<file path="config.mk">
export PLATFORM = sky130hd
export DESIGN_NAME = onehot_rr_arbiter
export DESIGN_NICKNAME = d
export VERILOG_FILES = /design/src/rtl/arb_pkg.sv /design/src/rtl/onehot_enc4.sv /design/src/rtl/onehot_rr_arbiter.sv
export SDC_FILE = /design/constraint.sdc
export NUM_CORES = 1
export LEC_CHECK = 0
export ABC_CLOCK_PERIOD_IN_PS = 4000
export BUFFER_PORTS_ARGS = -buffer_cell sky130_fd_sc_hd__buf_2
export CORE_ASPECT_RATIO = 0.7
export CORE_UTILIZATION = 59
export DETAILED_ROUTE_END_ITERATION = 12
export HOLD_SLACK_MARGIN = 0.1
export PLACE_DENSITY_LB_ADDON = 0.08
export SYNTH_ARGS = -nofsm -noshare
export SYNTH_HDL_FRONTEND = slang
export SYNTH_SLANG_ARGS = --single-unit
</file>
<file path="constraint.sdc">
create_clock -name clk -period 4 [get_ports clk]
set_clock_uncertainty 0.05 [all_clocks]
set_input_delay 0.8 -clock clk [delete_from_list [all_inputs] [get_ports clk]]
set_output_delay 0.8 -clock clk [all_outputs]
set_load 0.02 [all_outputs]
</file>
<file path="src/rtl/arb_pkg.sv">
`default_nettype none
// ============================================================================
//  Module   : arb_pkg
//  Brief    : Shared constants, state type and arbitration helpers for the
//             four-way one-hot round-robin arbiter.
//  Revision : 1.0 - initial release
// ============================================================================
package arb_pkg;

   localparam int N_REQ = 4;
   localparam int IDX_W = 2;

   typedef enum logic [0:0] {
      ST_IDLE  = 1'b0,
      ST_GRANT = 1'b1
   } state_t;

   // Scan start, start+1, ... (mod N_REQ) over req with excluded bits masked;
   // return the first hit as a one-hot vector, or zero when nobody qualifies.
   // Iterating from the far end lets the nearest candidate overwrite the rest.
   function automatic logic [N_REQ-1:0] next_winner(
      input logic [N_REQ-1:0] req,
      input logic [IDX_W-1:0] start,
      input logic [N_REQ-1:0] exclude_mask
   );
      logic [N_REQ-1:0] cand;
      logic [IDX_W-1:0] pos;
      next_winner = '0;
      cand        = req & ~exclude_mask;
      for (int k = N_REQ-1; k >= 0; k--) begin
         pos = start + IDX_W'(k);
         if (cand[pos]) begin
            next_winner      = '0;
            next_winner[pos] = 1'b1;
         end
      end
   endfunction

   // OR-tree one-hot to binary: each index bit depends only on grant bits,
   // so it switches exactly when the grant vector does. Zero maps to 0.
   function automatic logic [IDX_W-1:0] onehot_to_idx(input logic [N_REQ-1:0] v);
      onehot_to_idx = {v[3] | v[2], v[3] | v[1]};
   endfunction

endpackage
`default_nettype wire

</file>
<file path="src/rtl/onehot_enc4.sv">
`default_nettype none
// ============================================================================
//  Module   : onehot_enc4
//  Brief    : Combinational 4-bit one-hot to binary encoder with an
//             illegal-pattern (multi-hot) indicator.
//  Revision : 1.0 - initial release
// ============================================================================
module onehot_enc4
   import arb_pkg::*;
(
   input  logic [N_REQ-1:0] onehot,
   output logic [IDX_W-1:0] idx,
   output logic             bad
);

   // Index decode plus multi-hot detect: clearing the lowest set bit leaves
   // something behind only when more than one bit was set.
   always_comb begin
      idx = onehot_to_idx(onehot);
      bad = (onehot != '0) && ((onehot & (onehot - 4'd1)) != '0);
   end

endmodule
`default_nettype wire

</file>
<file path="src/rtl/onehot_rr_arbiter.sv">
`default_nettype none
// ============================================================================
//  Module   : onehot_rr_arbiter
//  Brief    : Four-requester round-robin arbiter with registered one-hot
//             grant, binary owner index, tenure limit and sticky error flag.
//  Revision : 1.0 - initial release
// ============================================================================
module onehot_rr_arbiter
   import arb_pkg::*;
#(
   parameter int MAX_HOLD = 16
)(
   input  logic             clk,
   input  logic             rst,
   input  logic [N_REQ-1:0] req,
   output logic [N_REQ-1:0] gnt,
   output logic [IDX_W-1:0] gnt_idx,
   output logic             gnt_valid,
   output logic             err
);

   localparam int                CNT_W     = $clog2(MAX_HOLD);
   localparam logic [CNT_W-1:0] C_CNT_MAX = CNT_W'(MAX_HOLD - 1);

   state_t             r_state;
   state_t             w_state_nxt;
   logic [N_REQ-1:0]   r_gnt;
   logic [N_REQ-1:0]   w_gnt_nxt;
   logic [IDX_W-1:0]   r_ptr;
   logic [IDX_W-1:0]   w_ptr_nxt;
   logic [CNT_W-1:0]   r_cnt;
   logic [CNT_W-1:0]   w_cnt_nxt;
   logic               r_err;

   logic [N_REQ-1:0]   w_win;
   logic [N_REQ-1:0]   w_others;
   logic [IDX_W-1:0]   w_idx;
   logic               w_bad;

   // Owner index and legality are always derived from the registered grant.
   onehot_enc4 u_enc (
      .onehot (r_gnt),
      .idx    (w_idx),
      .bad    (w_bad)
   );

   // Next-state logic: arbitrate from idle, or hold / hand over / rotate.
   always_comb begin
      w_state_nxt = r_state;
      w_gnt_nxt   = r_gnt;
      w_ptr_nxt   = r_ptr;
      w_cnt_nxt   = r_cnt;
      w_win       = '0;
      w_others    = req & ~r_gnt;

      case (r_state)
         ST_IDLE: begin
            w_win = next_winner(req, r_ptr, '0);
            if (w_win != '0) begin
               w_state_nxt = ST_GRANT;
               w_gnt_nxt   = w_win;
               w_ptr_nxt   = onehot_to_idx(w_win) + 2'd1;
               w_cnt_nxt   = '0;
            end
         end

         ST_GRANT: begin
            if (((req & r_gnt) != '0) && ((r_cnt != C_CNT_MAX) || (w_others == '0))) begin
               // Hold: tenure counter saturates so a lone owner never wraps.
               if (r_cnt != C_CNT_MAX) begin
                  w_cnt_nxt = r_cnt + 1'b1;
               end
            end else begin
               // Release or forced rotation: the owner is excluded either
               // way, so one scan from owner+1 covers both cases.
               w_win = next_winner(req, w_idx + 2'd1, r_gnt);
               if (w_win != '0) begin
                  w_gnt_nxt = w_win;
                  w_ptr_nxt = onehot_to_idx(w_win) + 2'd1;
                  w_cnt_nxt = '0;
               end else begin
                  w_state_nxt = ST_IDLE;
                  w_gnt_nxt   = '0;
                  w_cnt_nxt   = '0;
               end
            end
         end

         default: begin
            w_state_nxt = ST_IDLE;
            w_gnt_nxt   = '0;
            w_cnt_nxt   = '0;
         end
      endcase
   end

   // State registers; the error flag latches any illegal grant pattern.
   always_ff @(posedge clk) begin
      if (rst) begin
         r_state <= ST_IDLE;
         r_gnt   <= '0;
         r_ptr   <= '0;
         r_cnt   <= '0;
         r_err   <= 1'b0;
      end else begin
         r_state <= w_state_nxt;
         r_gnt   <= w_gnt_nxt;
         r_ptr   <= w_ptr_nxt;
         r_cnt   <= w_cnt_nxt;
         r_err   <= r_err | w_bad;
      end
   end

   assign gnt       = r_gnt;
   assign gnt_idx   = w_idx;
   assign gnt_valid = |r_gnt;
   assign err       = r_err;

endmodule
`default_nettype wire

</file>
* Yosys cells after proc, flatten, opt, wreduce, memory -nomap -nowiden *
Cells that the tools add are included.

operators by class
  add/subtract/negate cells = 11
  order comparisons = 16
  eq/ne operators = 5
  muxes and demuxes = 59
  bitwise logic cells = 12
  reductions and logical operators = 21

operators by type and width
  operator                                                                             number
  4-bit two-way mux                                                                    17
  2-bit by 3-bit < comparator with 1-bit output, second input constant                 8
  4-bit nonzero test                                                                   5
  1-bit two-way mux                                                                    19
  1-bit binary-select mux with 2-bit select                                            8
  1-bit demux with 2-bit select                                                        8
  2-bit by 1-bit greater-or-equal comparator with 1-bit output, second input constant  8
  4-bit case mux with 2 select lines                                                   2
  4-bit AND                                                                            3
  2-bit by 1-bit adder with 2-bit output, second input constant                        5
  1-bit logical AND                                                                    10
  2-bit adder, second input constant                                                   4
  1-bit OR                                                                             7
  2-bit two-way mux                                                                    3
  4-bit by 1-bit adder with 4-bit output, second input constant                        1
  4-bit zero test                                                                      1
  2-bit != test, second input constant                                                 2
  4-bit != test, second input constant                                                 1
  4-bit inverter                                                                       1
  2-bit case mux with 2 select lines                                                   1
  2-bit AND reduction                                                                  2
  4-bit OR reduction                                                                   1
  4-bit by 1-bit subtractor with 4-bit output, second input constant                   1
  3-bit != test, second input constant                                                 1
  5 further kinds                                                                      5

storage, ports and cells
  register bits = 12
  input port bits = 6
  output and inout port bits = 8
  logic and storage cells = 129

* Longest topological paths before layout *
  depth after elaboration = 18
  gate-level depth with buffers = 11
  gate-level depth less buffers = 10

* Cells and area by module *
From an unflattened synthesis, not the netlist that was laid out.

unflattened totals
  cells, all modules = 197
  area, all modules = 1616.6 µm²

modules (own cells, without submodules)
  module             instances  cells each  area each (µm²)  seq. area each (µm²)
  onehot_rr_arbiter  1          192         1575.3           240.2
  onehot_enc4        1          5           41.3             0.0

* Worst setup path before layout *
No wires, ideal clock.

  kind = reg-to-reg
  from = register r_ptr[0]
  to = register r_gnt[3], in the netlist gnt[3]
  setup time = 0.132 ns
  data arrival time = 3.001 ns
  required time = 3.818 ns
  setup slack = 0.817 ns
  cell stages (with the launch flop) = 12
  buffers on the path = 1
  period minus slack after synthesis = 3.183 ns
  cell sequence = dfxtp_1 -> buf_6 -> inv_1 -> ha_1 -> mux4_2 -> a31o_1 -> a221oi_2 -> o31ai_2 -> or4_4 -> nand2_2 -> or3b_1 -> a21oi_1

between the ends
  cells in the longest elaborated chain, start to end = 13
  elaborated cells on any way between the ends = 41
  those cells by class = add/sub (3); order compare (8); eq/ne (1); mux (23); reduce/logical (6)

RTL lines
  element                                                                                                                                              RTL line                  RTL
  from (decl)                                                                                                                                          onehot_rr_arbiter.sv:29   logic [IDX_W-1:0] r_ptr;
  from (signal assigned)                                                                                                                               onehot_rr_arbiter.sv:108  r_ptr <= w_ptr_nxt;
  2-bit adder                                                                                                                                          arb_pkg.sv:31             pos = start + IDX_W'(k);
  2-bit by 3-bit < comparator with 1-bit output (not written as such) or 2-bit by 1-bit greater-or-equal comparator with 1-bit output (tied branches)  arb_pkg.sv:34             next_winner[pos] = 1'b1;
  1-bit logical AND (not written as such)                                                                                                              arb_pkg.sv:34
  1-bit two-way mux (not written as such)                                                                                                              arb_pkg.sv:34
  1-bit demux with 2-bit select                                                                                                                        arb_pkg.sv:34
  4-bit two-way mux (3 in a row)                                                                                                                       arb_pkg.sv:32             if (cand[pos]) begin
  4-bit two-way mux *                                                                                                                                  arb_pkg.sv:32
  4-bit two-way mux *                                                                                                                                  onehot_rr_arbiter.sv:56   case (r_state)
  4-bit nonzero test                                                                                                                                   onehot_rr_arbiter.sv:59   if (w_win != '0) begin
  2-bit != test (no source line)                                                                                                                       --
  2-bit AND reduction (no source line)                                                                                                                 --
  to (signal assigned)                                                                                                                                 onehot_rr_arbiter.sv:107  r_gnt <= w_gnt_nxt;
  to (decl)                                                                                                                                            onehot_rr_arbiter.sv:27   logic [N_REQ-1:0] r_gnt;

Every way passes the cells marked *; elsewhere a longest branch is shown, timed or not. The select of a mux whose other input is x is not followed.
A chain may end at the register's enable or synchronous reset.

* Worst setup path after layout *
  from = register r_ptr[1]
  to = register r_gnt[0], in the netlist gnt[0]

The elaborated chain is that of the path after synthesis.

==> results.py <==
metrics = {
    "status": {
        "outcome": "complete, no violations",
    },
    "detailed_routing": {
        "routed_wl_um": 3590,
        "drt_iter0_drc": 277,
        "postRouteAntennaNets": 0,
        "dr.pass1.iters": 4,
        "vias": 1496,
        "vias_per_cell": 6.48,
        "drc": 0,
        "wl_per_cell_um": 15.5,
    },
    "clocking": {
        "clkSinkCount": 12,
        "cts_tree": "built",
        "cts_setup_buffers": 0,
        "ctsHoldBuffers": 0,
        "htree_num_levels": 1,
        "clk_latency_ps": 270,
        "clkTransAtPathRegs_ps": 80,
        "cts_root_buf": "clkbuf_4",
        "numCtsBuffers": 3,
        "cts.path.max_buffers": 2,
        "cts_resized": 0,
    },
    "worst_setup_path": {
        "cp_cell_sequence": "inv_1, ha_1, mux4_2, a31o_1, a221oi_2, o31ai_2, or4_4, nand2_2, nand2_1, a21oi_1",
        "critical_path_arrival_ps": 3530,
        "endpoint_kind": "flip-flop",
        "reg2regPathDepth": 10,
        "cp_num_cells": 10,
        "path_buf_inv": 1,
        "r2r_start": "r_ptr[1]",
        "startpoint_type": "flip-flop",
        "worstSetupPathType": "flip-flop to flip-flop",
        "r2r_slack_ps": 620,
        "slowest_stage": "mux4_2",
        "timing.critical_path.slowest_cell_delay_ps": 620,
        "critPathTopFamily": "compound AO/OA/AOI/OAI gates",
        "worst_ep_required_time_ps": 4150,
        "reg2reg_to": "gnt[0]",
        "worst-path-max-fanout": 10,
    },
    "min_path": {
        "hold_start": "err",
        "hp-class": "flip-flop to flip-flop",
        "hold_depth": 2,
        "hold_end": "err",
    },
    "power": {
        "p_per_area_nw_per_um2": 832,
        "total_power_mw": 1.35,
        "pwr-share-clk_pct": 7.1,
        "ir_drop_mv": 0.407,
        "total_leakage_power_nw": 0.647,
        "sw_frac_of_total_pct": 52.2,
        "p_int_uw": 643,
        "seq_power_share_pct": 15.2,
        "power_frac_comb_pct": 77.6,
        "switchingPower_uw": 703,
    },
    "finish": {
        "final_common_cell": "nand2_1",
        "syn_to_final_growth_pct": 7.30,
        "final_core_util_pct": 71.0,
        "final_cell_mix": "nand2_1, a21oi_1, nor2_1, buf_2, dfxtp_1",
        "fill_cells": 190,
        "fin_area_sq_um": 1620,
        "layout-drive-gt1-share_pct": 21.6,
        "diodes": 0,
        "nets": 217,
    },
    "floorplanning": {
        "die_x_um": 62.4,
        "rows": 14,
        "start_util_pct": 66.2,
        "die_h_um": 44.3,
        "num_io_pins": 14,
        "coreArea_sq_um": 2280,
        "die-area_sq_um": 2760,
    },
    "grt": {
        "grt_usage_pct": 28.5,
        "grt_pass1_vias": 1317,
        "grt_max_degree": 18,
        "grt_pass1_wl_um": 6150,
        "antenna_found_initial": 0,
        "grt-ovfl-total": 0,
    },
    "timing": {
        "hold_viol_final": 0,
        "post-route-period-util_pct": 84.6,
        "maxSlewViolCount": 0,
        "fmax_mhz": 296,
        "rsz0062_at_grt": "no",
        "relSlewSlack_pct": 69.8,
        "layout_min_cycle_time_ps": 3380,
        "finalSetupTns_ps": 0,
        "hold_ws_ps": 435,
        "finalSetupViolCount": 0,
        "tightest_slew_ps": 449,
    },
    "synth": {
        "syn-instance-count": 188,
        "ys_types": 57,
        "synthArstFlopShare_pct": 0,
        "synth-seq-cells": 12,
        "ys_seq_area_share_pct": 15.9,
        "synth_nets": 205,
        "syn-cell-area_sq_um": 1510,
        "synth_ff_type": "dfxtp_1",
        "synth_edf_count": 0,
        "avgSynthCellArea_sq_um": 8.02,
        "yosysWarnings": 0,
    },
    "job": {
        "drv_cap": 0,
    },
    "placed_design": {
        "post_dp_cell_area_sq_um": 1580,
        "gp_congestion": 0.965,
        "io_buffers": 13,
        "dp_hpwl_um": 2720,
    },
}
-- stage by stage --
stage / instances / setup WS [ps]
after floorplan: 188 / 817
after global placement: 227 / 826
after detailed placement: 227 / 699
after CTS: 231 / 648
after global routing: 231 / 480
final: 231 / 617
-- worst max path at each step --
stage	startpoint	end	slack, ps
after detailed placement	r_ptr[1]	gnt[3]	700
after floorplan	r_ptr[0]	gnt[3]	820
after CTS	r_ptr[1]	gnt[0]	650
after global placement	r_ptr[1]	gnt[3]	830
final	r_ptr[1]	gnt[0]	620
after global routing	r_ptr[1]	gnt[0]	480
-- registers in the layout (all words and copies together) (netlist names) --
register / flops
r_cnt: 4
r_ptr: 2
gnt: 4
r_state: 1
err: 1
-- metal layers --
metal / up-vias / wire length [um] / global-route usage [%]
met5: - / 0 / 0
li1: 736 / - / -
met3: 6 / 237 / 6.70
met2: 63 / 1580 / 45.4
met1: 691 / 1730 / 39.3
met4: 0 / 40 / 7.44
-- worst min-delay path, cell delays in order, from the launching register on --
cell and delay, ps:
dfxtp_1 340, nor2_1 50, nor2_1 70
-- synth_stat cells (3+ instances only) --
cell / n / area share [%]
a22oi_1: 3 / 1.5
nor2_1: 14 / 3.5
ha_1: 11 / 9.1
a211oi_1: 4 / 2.0
nor2b_1: 7 / 2.9
o21ai_1: 3 / 1.0
mux4_2: 5 / 7.5
inv_1: 8 / 2.0
nand2b_1: 4 / 1.7
nand3_1: 5 / 1.7
o21ai_0: 4 / 1.3
nor3_1: 5 / 1.7
o22ai_1: 3 / 1.2
o211ai_1: 3 / 1.5
a21oi_1: 16 / 5.3
nand2_1: 20 / 5.0
mux2_2: 5 / 3.7
mux2i_1: 5 / 3.3
dfxtp_1: 12 / 16
clkbuf_1: 3 / 0.75
buf_2: 4 / 1.3
-- power by group through the flow --
stage | Combinational (mW) | Clock (mW) | Sequential (mW)
6_report | 1.04 | 0.0960 | 0.205
5_1_grt | 1.16 | 0.106 | 0.210
4_1_cts | 1.03 | 0.0975 | 0.203
3_5_place_dp | 1.02 | 0 | 0.206
3_3_place_gp | 0.995 | 0 | 0.204
2_1_floorplan | 0.821 | 0 | 0.212
-- layout make-up --
| cell class | instances | area [sq um] | area share, % |
|---|---|---|---|
| multi-input combinational | 157 | 1180 | 72.7 |
| clock buffer | 4 | 36.3 | 2.24 |
| inverter | 10 | 37.5 | 2.32 |
| tap | 32 | 40.0 | 2.47 |
| sequential | 12 | 240 | 14.8 |
| timing repair buffer | 16 | 87.6 | 5.41 |
-- kinds of logic after synthesis --
| family | share of synthesized area [%] |
|---|---|
| AND/OR/NAND/NOR | 24.1 |
| AO/OA/AOI/OAI | 29.0 |
| buffers and inverters | 6.06 |
| multiplexers | 14.5 |
| adder cells (fa/ha/maj) | 9.79 |
| flip-flops | 15.9 |
| XOR/XNOR | 0.581 |
(Power assumes the default switching activity.)
